[config.mk]
export PLATFORM = sky130hd
export DESIGN_NAME = alu_result_stage
export DESIGN_NICKNAME = d
export VERILOG_FILES = /design/src/rtl/alu_result_stage.sv
export SDC_FILE = /design/constraint.sdc
export NUM_CORES = 1
export LEC_CHECK = 0
export BUFFER_PORTS_ARGS = -buffer_cell sky130_fd_sc_hd__buf_2
export CAP_MARGIN = 20
export CORE_MARGIN = 2
export CORE_UTILIZATION = 30
export CTS_BUF_LIST = sky130_fd_sc_hd__clkbuf_8
export DETAILED_ROUTE_END_ITERATION = 8
export PLACE_DENSITY_LB_ADDON = 0.1
export SYNTH_ARGS = -nofsm -noshare
export SYNTH_HDL_FRONTEND = slang
export SYNTH_SLANG_ARGS = --single-unit
[constraint.sdc]
create_clock -name clk_i -period 2.85 [get_ports clk_i]
set_input_delay 0.1425 -clock clk_i [delete_from_list [all_inputs] [get_ports clk_i]]
set_output_delay 0.1425 -clock clk_i [all_outputs]
set_load 0.01 [all_outputs]
[src/rtl/alu_result_stage.sv]
// ALU result/writeback stage: owns HI/LO, serves MFHI/MFLO, queues GPR writes in a 2-entry FIFO.
// Optional macro HILO_BYPASS_EN: hi_o/lo_o forward an accepted HILO write in its accept cycle.
`timescale 1ns/1ps
module alu_result_stage #(
   parameter int DEPTH = 2,
   parameter int AW    = 5
) (
   input  logic          clk_i,
   input  logic          rst_i,
   input  logic          in_valid_i,
   output logic          in_ready_o,
   input  logic [1:0]    kind_i,
   input  logic [63:0]   aluout_i,
   input  logic [AW-1:0] dst_i,
   output logic          wb_valid_o,
   input  logic          wb_ready_i,
   output logic [AW-1:0] wb_addr_o,
   output logic [31:0]   wb_data_o,
   output logic [31:0]   hi_o,
   output logic [31:0]   lo_o
);

   localparam logic [1:0] KIND_GPR  = 2'd0;
   localparam logic [1:0] KIND_HILO = 2'd1;
   localparam logic [1:0] KIND_MFHI = 2'd2;
   localparam logic [1:0] KIND_MFLO = 2'd3;
   localparam logic [1:0] FULL      = 2'(DEPTH);

   logic [1:0]    count_q, count_d;
   logic          head_q, tail_q;
   logic          in_ready_q;
   logic [31:0]   hi_q, lo_q;
   logic [AW-1:0] addr_q [2];
   logic [31:0]   data_q [2];

   logic          accept, push, pop;
   logic [31:0]   push_data;

   assign accept     = in_valid_i & in_ready_q;
   assign push       = accept & (kind_i != KIND_HILO) & (dst_i != '0);
   assign wb_valid_o = (count_q != 2'd0);
   assign pop        = wb_valid_o & wb_ready_i;
   assign in_ready_o = in_ready_q;

   // MFHI/MFLO read the registers, i.e. the value before any same-cycle HILO write
   always_comb begin
      push_data = aluout_i[31:0];
      case (kind_i)
         KIND_MFHI: push_data = hi_q;
         KIND_MFLO: push_data = lo_q;
         default:   push_data = aluout_i[31:0];
      endcase
   end

   always_comb begin
      count_d = count_q;
      if (push && !pop)
         count_d = count_q + 2'd1;
      else if (pop && !push)
         count_d = count_q - 2'd1;
   end

   always_ff @(posedge clk_i) begin
      if (rst_i) begin
         count_q    <= 2'd0;
         head_q     <= 1'b0;
         tail_q     <= 1'b0;
         in_ready_q <= 1'b1;
         hi_q       <= '0;
         lo_q       <= '0;
      end else begin
         count_q    <= count_d;
         in_ready_q <= (count_d < FULL);
         if (push)
            tail_q <= ~tail_q;
         if (pop)
            head_q <= ~head_q;
         if (accept && kind_i == KIND_HILO) begin
            hi_q <= aluout_i[63:32];
            lo_q <= aluout_i[31:0];
         end
      end
   end

   always_ff @(posedge clk_i) begin
      if (push) begin
         addr_q[tail_q] <= dst_i;
         data_q[tail_q] <= push_data;
      end
   end

   // Storage is not reset; outputs are gated so an empty FIFO presents zeros
   assign wb_addr_o = wb_valid_o ? addr_q[head_q] : '0;
   assign wb_data_o = wb_valid_o ? data_q[head_q] : '0;

`ifdef HILO_BYPASS_EN
   assign hi_o = (accept && kind_i == KIND_HILO) ? aluout_i[63:32] : hi_q;
   assign lo_o = (accept && kind_i == KIND_HILO) ? aluout_i[31:0]  : lo_q;
`else
   assign hi_o = hi_q;
   assign lo_o = lo_q;
`endif

   logic unused_kind;
   assign unused_kind = (kind_i == KIND_GPR);

endmodule
Word-level counts from Yosys, hierarchy flattened:

Memories as Yosys holds them, arrays and structs flattened. A register that Yosys moved wholly into a read port is not among the register bits.
Index checks and enable logic that the tools add are counted.

* order comparisons: 1
* muxes and demuxes: 11
* eq/ne operators: 4
* reductions and logical operators: 7
* add/sub/neg operators: 2
* bitwise logic cells: 6

Operator list (number)
* 32-bit case mux with 2 select lines: 1
* 32-bit two-way mux: 1
* 1-bit two-way mux: 6
* 5-bit two-way mux: 1
* 5-bit nonzero test: 1
* 1-bit bitwise AND: 4
* 2-bit == test, second input constant: 2
* 2-bit two-way mux: 2
* 1-bit logical AND: 3
* 2-bit by 1-bit adder with 2-bit output, second input constant: 1
* 2-bit by 1-bit == test with 1-bit output, second input constant: 1
* 1-bit logical NOT: 2
* 2-bit < comparator, second input constant: 1
* 2-bit by 1-bit != test with 1-bit output, second input constant: 1
* 1-bit inverter: 2
* 2-bit nonzero test: 1
* 2-bit by 1-bit subtractor with 2-bit output, second input constant: 1

* bits of input ports: 75
* memories kept: 2
* flip-flop bits (word level): 69
* memory bits (writable): 74
* logic and storage cells: 39

Memory list
* data_q: depth 2, bits a word 32, read ports 1, clocked after memory_dff 1, write ports 1, line 34 `logic [31:0] data_q [2];`
* addr_q: depth 2, bits a word 5, read ports 1, clocked after memory_dff 1, write ports 1, line 33 `logic [AW-1:0] addr_q [2];`

Longest topological paths before layout:

* word-level depth: 8
* gate-level depth with buffers: 9

Least setup slack after synthesis:

OpenSTA, ideal clock, no wires.

* path type: register to register
* from: register in_ready_q, in the netlist in_ready_o
* to: memory addr_q[0][0], enable pin
* setup time: 0.436 ns
* cell stages (with the launch flop): 4
* slack: -0.018 ns
* data required time: 2.414 ns
* buffers on the path: 0
* period minus slack after synthesis: 2.868 ns
* arrival time: 2.432 ns
* cell sequence: dfxtp_1 -> nand2_1 -> a211oi_4 -> nor2b_1

* cells in the longest elaborated chain, start to end: 5

RTL lines
* start: declaration: line 31 `logic in_ready_q;`
* start signal: assignment: line 73 `in_ready_q <= (count_d < FULL);`
* 1-bit bitwise AND: line 39 `assign accept = in_valid_i & in_ready_q;`
* 1-bit bitwise AND (2 in a row): line 40 `assign push = accept & (kind_i != KIND_HILO) & (dst_i != '0);`
* 1-bit two-way mux: line 86 `if (push) begin`
* 1-bit two-way mux (not written as such): line 87 `addr_q[tail_q] <= dst_i;`
* end: declaration: line 33

Every way passes these cells.

Worst setup path in the final report:

* from: input dst_i[0]
* to: memory data_q[1][25], enable pin

* cells in the longest elaborated chain, start to end: 4

RTL lines
* start: declaration: line 14 `input logic [AW-1:0] dst_i,`
* 5-bit nonzero test: line 40
* 1-bit bitwise AND: line 40
* 1-bit two-way mux: line 86
* 1-bit two-way mux (not written as such): line 88 `data_q[tail_q] <= push_data;`
* end: declaration: line 34

Every way passes these cells.

==> reports/qor.csv <==
stage,metric,value,unit
sta,drv_slew,0,
cts,cts.htree.levels,4,
synth,syn_inst,583,
sta,fin_setup_tns,0,ns
grt,globalRouteOverflowTotal,0,
place,io_buffers,177,
synth,syn_nets,661,
synth,postSynthAreaPerCell,10.31,µm²
cts,clock_latency,0.44,ns
synth,yosysWarnings,0,
status,outcome,"complete, no violations",
sta,hold_violations,0,
critical_path,worst-r2r-cell-count,3,
critical_path,reg2reg_to,data_q[1][25],
cts,holdBufCountCts,69,
pwr,ir_worst_vdd,0.2309,mV
sta,relSlewSlack,36.98,%
cts,cts_resized,0,
critical_path,r2r_setup_slack,0.82,ns
place,place_congestion,0.7902,
pwr,p_per_area,617.0,nW/µm²
routing,vias,4946,
layout,final_util,41.48,%
floorplan,ios,178,
synth,synth-seq-cells,144,
layout,post_route_cells_drive_above_1_share,26.93,%
cts,clk_path_buf_depth,2,
critical_path,r2r-start,in_ready_o,
grt,antenna_found_initial,1,
floorplan,die_x,145.6,µm
routing,drc,0,
critical_path,start_kind,primary input,
cts,post_cts_buffers,0,
hold_path,min_to,hi_o[31],
layout,fin_nets,893,
synth,synth_top_area_share,36.97,%
sta,period_minus_slack,2.043,ns
critical_path,worst-path-max-fanout,37,
cts,root_buffer,clkbuf_8,
floorplan,dieArea,21180,µm²
floorplan,rows,51,
place,dp_hpwl,11.73,mm
sta,skew,0.01205,ns
synth,synth_seq_area_share,60.28,%
hold_path,hp-start,in_valid_i,
job,maxCapViolCount,0,
sta,rsz0062_at_grt,false,
place,placed_area,7073,µm²
routing,wirelength,17.26,mm
grt,grt_max_degree,63,
sta,clock.fmax,489.6,MHz
pwr,p_leak,3.315,nW
critical_path,critPathArrivalTime,2.10,ns
grt,grt_first_pass_wirelength,26.71,mm
synth,ys_types,26,
cts,numCtsBuffers,17,
synth,syn_area,6011,µm²
sta,setup_viol,0,
grt,grt_pass1_vias,4852,
sta,period_share,71.67,%
critical_path,critPathKind,in -> reg,
grt,grt_use_total,16.27,%
synth,netlist_top_cells_area,"edfxtp_1 37%, dfxtp_1 23%, mux2i_1 11%",
layout,final_cell_area,8127,µm²
cts,clkTransAtPathRegs,0.09,ns
routing,first_pass_iters,5,
layout,area_growth,35.20,%
routing,via_per_inst,4.521,
cts,clock_sinks,144,
floorplan,die_h,145.6,µm
routing,ant_nets,0,
hold_path,hold_class,in -> reg,
floorplan,core_area,19590,µm²
floorplan,start_util,30.68,%
routing,drt-wirelength-per-cell,15.78,µm
critical_path,required,2.91,ns
hold_path,min_path_cells,4,
sta,tightest_slew,0.9453,ns
pwr,power,5.014,mW
critical_path,endpoint_kind,flop,
cts,cts_tree,yes,
synth,yosysTopAreaCell,edfxtp_1,
routing,drt_iter0_markers,282,
-- where the power goes --
| part | internal [mW] | leakage [nW] | switching (mW) |
|---|---|---|---|
| registers | 2.35 | 1.26 | 0.0645 |
| logic | 0.451 | 1.88 | 0.656 |
| clock network | 0.627 | 0.170 | 0.861 |
| total | 3.43 | 3.31 | 1.58 |
-- worst max-delay path by stage --
stage / depth (start not counted) / to / startpoint
final: 5 / data_q[1][25] / dst_i[0]
after floorplan: 3 / addr_q[0][0] / in_ready_o
after detailed placement: 6 / lo_o[5] / kind_i[0]
after CTS: 3 / data_q[1][25] / in_ready_o
after global placement: 6 / hi_o[1] / kind_i[0]
after global routing: 3 / data_q[1][25] / in_ready_o
-- kinds of logic after synthesis --
group	after synthesis	share of synthesized area (%)
and+or+nand+nor	216	13.99
DFF	144	60.28
AOI/OAI and AO/OA	103	8.993
muxes	70	11.68
buffers and inverters	46	4.288
adders and majority gates	3	0.6245
xor gates and xnor gates	1	0.1457
-- cell usage after synthesis, drive strengths merged --
library cell	number
a211o	1
nor3	1
and4b	1
ha	3
mux2i	69
nor2	76
inv	5
buf	33
mux2	1
a21oi	98
o21ai	1
and2	1
edfxtp	74
a221oi	1
dfxtp	70
nor2b	3
a211oi	1
nand4b	1
nand2	133
a21o	1
xnor2	1
clkbuf	8
-- metal layers --
metal | track usage (%) | vias to the layer above | wire (µm)
met1 | 22.06 | 2313 | 8201
met2 | 24.74 | 163 | 7727
met4 | 5.343 | 0 | 281
li1 | - | 2453 | -
met3 | 5.172 | 17 | 1053
met5 | 0 | - | 0
-- final cells by class --
| cell class | count | area, µm² |
|---|---|---|
| antenna | 1 | 2.502 |
| clock buffer | 17 | 234.0 |
| clock inverter | 15 | 126.4 |
| fill | 1965 | 11460 |
| inverter | 5 | 18.77 |
| multi-input combinational | 393 | 2140 |
| sequential | 144 | 3625 |
| tap | 265 | 331.6 |
| timing repair buffer | 254 | 1649 |
-- stage by stage --
step | hold slack (ns) | worst slack (ns) | instances
after floorplan | 0.2414 | 0.6711 | 583
after global placement | 0.3485 | 0.7593 | 992
after detailed placement | 0.3485 | 0.6871 | 992
after CTS | 0.1011 | 0.7719 | 1093
after global routing | 0.1225 | 0.6511 | 1094
final | 0.1390 | 0.8074 | 1094
-- cells in the final DEF, fill, tap and decap left out, types with 3 or more instances in the layout --
| cell | instances |
|---|---|
| nand2_1 | 133 |
| inv_1 | 5 |
| dfxtp_1 | 69 |
| nor2_1 | 76 |
| buf_2 | 177 |
| ha_1 | 3 |
| mux2i_1 | 69 |
| clkinvlp_4 | 5 |
| inv_6 | 6 |
| edfxtp_1 | 74 |
| buf_4 | 7 |
| clkbuf_8 | 17 |
| a21oi_1 | 98 |
| dlygate4sd3_1 | 69 |
-- flip-flops by register name (all words and copies together), names as in the netlist, named ones only --
name        count
lo_o           32
tail_q          1
head_q          1
hi_o           32
in_ready_o      1
count_q         1
data_q         64
addr_q         10
-- critical path: stages --
cell and delay (ns):
dlygate4sd3_1 0.53, buf_2 0.13, nor3_1 0.10, a211oi_4 0.35, and2_2 0.82
Power figures use the tool's default switching activity.
